==> src/rtl/lt16_soc_pkg.sv <==
// rtl/lt16_soc_pkg.sv - shared widths and pin indices for the LT16 demo SoC
// Purpose: board pin widths, button/switch bit positions and prescaler width.
// Ports: none (package).
package lt16_soc_pkg;

    localparam int BTN_W   = 5;
    localparam int SW_W    = 17;
    localparam int LED_W   = 8;
    localparam int PRESC_W = 16;

    // btn[4] is reserved, so only the low four buttons are synchronized.
    localparam int BTN_USED_W = 4;

    localparam int BTN_CLR   = 0;
    localparam int BTN_PAUSE = 1;
    localparam int BTN_DOWN  = 2;
    localparam int BTN_LOAD  = 3;

    localparam int SW_LEDSEL = 16;

endpackage

==> src/rtl/lt16_prescaler.sv <==
// rtl/lt16_prescaler.sv - programmable divide-by-N tick generator
// Purpose: emits a registered one-cycle tick every div cycles; div==0 stops it.
// Ports:
//   clk  in   clock
//   rst  in   synchronous active-high reset
//   clr  in   forces count to 0 and suppresses the tick
//   en   in   0 holds the count (pause), no tick
//   div  in   divisor N
//   tick out  registered one-cycle tick
module lt16_prescaler
    import lt16_soc_pkg::*;
(
    input  logic               clk,
    input  logic               rst,
    input  logic               clr,
    input  logic               en,
    input  logic [PRESC_W-1:0] div,
    output logic               tick
);

    logic [PRESC_W-1:0] cnt_q, cnt_d;
    logic               tick_q, tick_d;

    always_comb begin
        cnt_d  = cnt_q;
        tick_d = 1'b0;
        if (clr || div == '0) begin
            cnt_d = '0;
        end else if (en) begin
            // >= rather than == so lowering the divisor below the current
            // count terminates the period at once instead of wrapping.
            if (cnt_q >= div - 16'd1) begin
                cnt_d  = '0;
                tick_d = 1'b1;
            end else begin
                cnt_d = cnt_q + 16'd1;
            end
        end
    end

    always_ff @(posedge clk) begin
        if (rst) begin
            cnt_q  <= '0;
            tick_q <= 1'b0;
        end else begin
            cnt_q  <= cnt_d;
            tick_q <= tick_d;
        end
    end

    assign tick = tick_q;

endmodule

==> src/rtl/lt16_soc_top.sv <==
// rtl/lt16_soc_top.sv - LT16 demo SoC board top: prescaled 8-bit LED counter
// Purpose: synchronizes buttons/switches, runs a prescaled up/down counter
//          with clear/load/pause, and drives LEDs from counter or switches.
// Ports:
//   clk_sys in   system clock
//   rst     in   synchronous active-high reset
//   btn     in   [4:0] buttons (0 clear, 1 pause, 2 down, 3 load, 4 reserved)
//   sw      in   [16:0] switches ([15:0] divisor, [7:0] load value, [16] LED select)
//   led     out  [7:0] registered LED drive
module lt16_soc_top
    import lt16_soc_pkg::*;
#(
    parameter logic RST_ACTIVE_HIGH = 1'b1
) (
    input  logic             clk_sys,
    input  logic             rst,
    input  logic [BTN_W-1:0] btn,
    input  logic [SW_W-1:0]  sw,
    output logic [LED_W-1:0] led
);

    if (RST_ACTIVE_HIGH != 1'b1) begin : g_rst_polarity_check
        $error("lt16_soc_top: RST_ACTIVE_HIGH must be 1");
    end

    logic btn_unused;
    assign btn_unused = btn[BTN_W-1];

    logic [BTN_USED_W-1:0] btn_m_q, btn_s_q;
    logic [SW_W-1:0]       sw_m_q, sw_s_q;
    logic [LED_W-1:0]      counter_q, counter_d;
    logic [LED_W-1:0]      led_q, led_d;
    logic                  tick;

    lt16_prescaler u_prescaler (
        .clk  (clk_sys),
        .rst  (rst),
        .clr  (btn_s_q[BTN_CLR]),
        .en   (~btn_s_q[BTN_PAUSE]),
        .div  (sw_s_q[PRESC_W-1:0]),
        .tick (tick)
    );

    // Priority: clear, load, pause, tick. Load discards a coincident tick.
    always_comb begin
        counter_d = counter_q;
        if (btn_s_q[BTN_CLR]) begin
            counter_d = '0;
        end else if (btn_s_q[BTN_LOAD]) begin
            counter_d = sw_s_q[LED_W-1:0];
        end else if (btn_s_q[BTN_PAUSE]) begin
            counter_d = counter_q;
        end else if (tick) begin
            counter_d = btn_s_q[BTN_DOWN] ? counter_q - 8'd1 : counter_q + 8'd1;
        end
    end

    always_comb begin
        led_d = sw_s_q[SW_LEDSEL] ? sw_s_q[LED_W-1:0] : counter_q;
    end

    always_ff @(posedge clk_sys) begin
        if (rst) begin
            btn_m_q   <= '0;
            btn_s_q   <= '0;
            sw_m_q    <= '0;
            sw_s_q    <= '0;
            counter_q <= '0;
            led_q     <= '0;
        end else begin
            btn_m_q   <= btn[BTN_USED_W-1:0];
            btn_s_q   <= btn_m_q;
            sw_m_q    <= sw;
            sw_s_q    <= sw_m_q;
            counter_q <= counter_d;
            led_q     <= led_d;
        end
    end

    assign led = led_q;

endmodule

==> config.mk <==
export PLATFORM = sky130hd
export DESIGN_NAME = lt16_soc_top
export DESIGN_NICKNAME = d
export VERILOG_FILES = /design/src/rtl/lt16_soc_pkg.sv /design/src/rtl/lt16_prescaler.sv /design/src/rtl/lt16_soc_top.sv
export SDC_FILE = /design/constraint.sdc
export NUM_CORES = 1
export LEC_CHECK = 0
export CAP_MARGIN = 0
export CELL_PAD_IN_SITES_DETAIL_PLACEMENT = 1
export CELL_PAD_IN_SITES_GLOBAL_PLACEMENT = 2
export CORE_UTILIZATION = 36
export CTS_CLUSTER_DIAMETER = 30
export CTS_CLUSTER_SIZE = 8
export DETAILED_ROUTE_END_ITERATION = 10
export PLACE_DENSITY = 0.84
export REMOVE_ABC_BUFFERS = 1
export SETUP_SLACK_MARGIN = 0.5
export SLEW_MARGIN = 0
export SYNTH_ARGS = -nofsm -noshare
export SYNTH_HDL_FRONTEND = slang
export SYNTH_HIERARCHICAL = 1
export SYNTH_SLANG_ARGS = --single-unit
==> constraint.sdc <==
create_clock -name clk_sys -period 3.4 [get_ports clk_sys]
set_clock_uncertainty 0.05 [all_clocks]
set_input_delay 0.85 -clock clk_sys [delete_from_list [all_inputs] [get_ports clk_sys]]
set_output_delay 0.85 -clock clk_sys [all_outputs]
set_load 0.005 [all_outputs]
==> tab_implementation.tex <==
\begin{tabular}{lr}
\hline
Metric & Value \\
\hline
\multicolumn{2}{l}{\textbf{Power and ir drop}} \\
Pwr/cell area & between 400 and 500 mW/mm\^{}2 \\
Peak supply drop & around 0.00024 V \\
Total power & around 1.9 mW \\
Cell leakage power & 1.70 nW \\
\multicolumn{2}{l}{\textbf{Detailed routing}} \\
Number of antenna-violating nets in the routed design & 0 \\
Total DRC errors in the routed layout & 0 \\
Via density & between 4 and 5 \\
Via count & approximately 2.7k \\
Drt first pass iters & 4 \\
Routed wire length & between 7000 and 8000 um \\
Initial DRC Count & 74 \\
WL/cell & around 14 um \\
\multicolumn{2}{l}{\textbf{Worst hold path}} \\
Hold Crit Class & reg -> reg \\
\multicolumn{2}{l}{\textbf{Setup path}} \\
Cell type with the highest occurrence count on the critical path & nor3\_4 \\
Worst-path cell chain & or4\_4, nor3\_4, nand2\_1, xor2\_1, ha\_1, nand4\_4, nor3\_4, o311ai\_4, a31oi\_4, buf\_12, buf\_16, nor2\_4 \\
Slack of the worst reg-to-reg path & approximately 450 ps \\
CP Capture Type & flip-flop \\
Critical path launch point type & flip-flop \\
Worst Setup EP & u\_prescaler/cnt\_q[7] \\
FF-to-FF path depth & 12 \\
Biggest cell delay along the critical path & around 540 ps \\
Endpoint of the lowest-slack register-to-register path & u\_prescaler/cnt\_q[7] \\
Source of the worst register-to-register timing path & sw\_s\_q[7] \\
Critical-path maximum fanout & 7 \\
Required time worst endpoint & approximately 3600 ps \\
Cell type of the slowest stage on the worst timing path & or4\_4 \\
CP startpoint & sw\_s\_q[7] \\
Type of the worst setup path & reg -> reg \\
Critical path data arrival time & between 3000 and 4000 ps \\
\multicolumn{2}{l}{\textbf{Run status}} \\
Status & complete, no violations \\
\multicolumn{2}{l}{\textbf{Timing}} \\
Post-route setup TNS & 0 ps \\
Slew Limit Headroom & 57.9\% \\
Setup-violating endpoint count in the final report & 0 \\
Unrepaired setup endpoints after global routing & true \\
Final number of max-transition violations & 0 \\
Highest attainable clock frequency & 339 MHz \\
Crit share post-route & approximately 87\% \\
Final min period & between 2000 and 3000 ps \\
Transition time at the pin with the least slew margin & around 630 ps \\
Final count of hold timing violations & 0 \\
Post-route setup slack & 448 ps \\
\multicolumn{2}{l}{\textbf{Yosys}} \\
Fraction of the yosys area taken by sequential cells & between 40\% and 50\% \\
Count of different cell masters after synthesis & 56 \\
Yosys Warn Count & 6 \\
Number of flip-flops and latches in the synthesized netlist & between 70 and 80 \\
Cell area after synthesis & between 0.003 and 0.004 mm\^{}2 \\
Post-synth EDFFs & 0 \\
Share of flip-flops with an asynchronous set or reset after synthesis & 0\% \\
Post-synth top flop & dfxtp\_1 \\
Instance count of the mapped netlist & about 380 \\
Avg Inst Size Synth & between 9 and 10 um\^{}2 \\
\multicolumn{2}{l}{\textbf{CTS}} \\
CTS max path bufs & 2 \\
Clock net sink count & 75 \\
Deepest level of the CTS H-tree & 3 \\
Cts-stage hold buffer count & 0 \\
Buffer type at the clock tree root & clkbuf\_8 \\
Clock buffers created by TritonCTS & 9 \\
TritonCTS clock tree & built \\
Latest clock arrival within the worst-skew pair & between 300 and 400 ps \\
Clock-pin slew of the registers on the worst-case setup and hold paths & about 80 ps \\
\multicolumn{2}{l}{\textbf{Cells and area}} \\
Fraction of final layout cells sized beyond drive strength 1 & $\sim$18\% \\
Filler-free cell count of the finished design & 553 \\
Fin area & between 0.004 and 0.005 mm\^{}2 \\
Signed area change from the synthesized netlist to the final layout & 24.5\% \\
Antenna diode count & 0 \\
Net total in the final layout & about 460 \\
\multicolumn{2}{l}{\textbf{Placement}} \\
Sum of net half-perimeters after detailed placement & roughly 5600 um \\
Weighted congestion at the end of routability-driven global placement & between 0.7 and 0.8 \\
Placed cell areas & approximately 0.0040 mm\^{}2 \\
Worst slack at placement & between 200 and 250 ps \\
Number of buffers inserted by port buffering & 30 \\
\# placed instances & around 530 \\
\multicolumn{2}{l}{\textbf{Die}} \\
Starting density of the core & around 37\% \\
Count of pins on the block boundary & 32 \\
Floorplan row count & 36 \\
Die area & between 0.01 and 0.015 mm\^{}2 \\
Die Span X & between 100 and 150 um \\
Core Footprint & approximately 0.01 mm\^{}2 \\
Vert. Die Dim & 102 um \\
\multicolumn{2}{l}{\textbf{Global route}} \\
GRT Resource Usage Total & 16.4\% \\
Largest net degree at the start of global routing & 34 \\
Grt ovf & 0 \\
Via count of the first global-routing pass & 2721 \\
Antenna violations before repair & 0 \\
First-pass GRT wire length & 13200 um \\
\multicolumn{2}{l}{\textbf{Flow run}} \\
Max-cap viol count & 0 \\
\hline
\end{tabular}
worst max-delay path: cells and delay by family (launching register included):
kind	cells	cell delay, ps
AND/OR/NAND/NOR	6	1250
AO/OA/AOI/OAI	2	410
XOR/XNOR	1	160
adder cells (fa/ha/maj)	1	360
flip-flops	1	350
buffers and inverters	2	280
where the power goes:
part           total, mW  leakage (nW)  switching (mW)  internal (mW)
clock network      0.776         0.117           0.341          0.435
registers          0.931         0.617          0.0259          0.906
logic              0.218         0.966           0.107          0.111
routing by layer:
| metal | part of all wire, % | track usage, % | up-vias |
|---|---|---|---|
| li1 | - | - | 1353 |
| met1 | 47 | 20.7 | 1260 |
| met2 | 50 | 28.5 | 29 |
| met3 | 2.1 | 3.49 | 8 |
| met4 | 1.0 | 4.29 | 0 |
| met5 | 0 | 0 | - |
layout by cell type, fill, tap and decap left out, types with 6 or more instances in the layout:
cell / synthesis / layout
buf_4: 2 / 8
xnor2_1: 27 / 27
dfxtp_1: 75 / 70
nand3_1: 8 / 8
nor2_2: 9 / 7
a21oi_1: 14 / 13
mux2i_1: 9 / 9
xor2_1: 7 / 6
nor2_1: 33 / 32
ha_1: 24 / 23
inv_1: 8 / 7
nor2b_1: 47 / 47
clkbuf_8: 0 / 10
nand2_1: 31 / 30
clkdlybuf4s50_1: 0 / 29
state kept, by name, summed over array words and instances (netlist names):
signal and flops:
btn_m_q 4, btn_s_q 4, counter_q 8, led 8, sw_m_q 17, sw_s_q 17
u_prescaler/cnt_q 16, u_prescaler/tick 1
metrics by stage:
stage	utilization, %	hold slack [ps]
after floorplan	-	364
after global placement	41.2	366
after detailed placement	41.2	378
after CTS	45.5	386
after global routing	46.0	397
final	46.0	385
layout make-up:
class | instances | area (um^2)
sequential | 75 | 1520
fill | 1114 | 5260
clock buffer | 10 | 138
clock inverter | 6 | 87.6
timing repair buffer | 42 | 434
multi-input combinational | 279 | 2100
tap | 133 | 166
inverter | 8 | 30.0
Yosys cell counts, types with 2 or more instances:
master	instances	area share, %
dfxtp_1	75	42
nor2b_1	47	8.2
nor2_1	33	3.4
nand2_1	31	3.2
xnor2_1	27	6.6
ha_1	24	8.4
a21oi_1	14	2.0
mux2i_1	9	2.5
nor2_2	9	1.6
clkbuf_1	8	0.84
inv_1	8	0.84
nand3_1	8	1.1
xor2_1	7	1.7
a211oi_1	5	1.0
nand4_1	5	0.87
nor3_1	5	0.70
nor3b_1	5	1.0
o21ai_0	4	0.56
and2_1	3	0.52
and4_1	3	0.73
nand2b_1	3	0.52
nor4_1	3	0.52
o21a_1	3	0.63
buf_4	2	0.42
buf_6	2	0.63
nand4b_1	2	0.49
nor3_4	2	0.91
how the worst min path moves through the flow:
stage,startpoint,end,cells after the start
2_1_floorplan,btn_m_q[0],btn_s_q[0],1
3_3_place_gp,sw_m_q[9],sw_s_q[9],1
3_5_place_dp,btn_m_q[0],btn_s_q[0],1
4_1_cts,sw_m_q[8],sw_s_q[8],1
5_1_grt,sw_m_q[8],sw_s_q[8],1
6_report,sw_m_q[8],sw_s_q[8],1
timing repair:
item,in CTS,in global routing
gates cloned,1,0
pin swaps,6,6
buffers inserted,8,1
setup endpoints to repair,17,17
gates resized for setup,25,9
logic make-up (layout without fill, tap and decap cells):
group           Yosys count  count (layout)  share of synthesized area (%)
flops                    75              75                           41.8
compound gates           40              40                           8.46
fa+ha+maj                25              25                           8.92
xor+xnor                 34              34                           8.29
buf+inv                  22              66                           3.00
simple gates            171             171                           27.0
mux                       9               9                           2.51
Power figures use the tool's default switching activity.
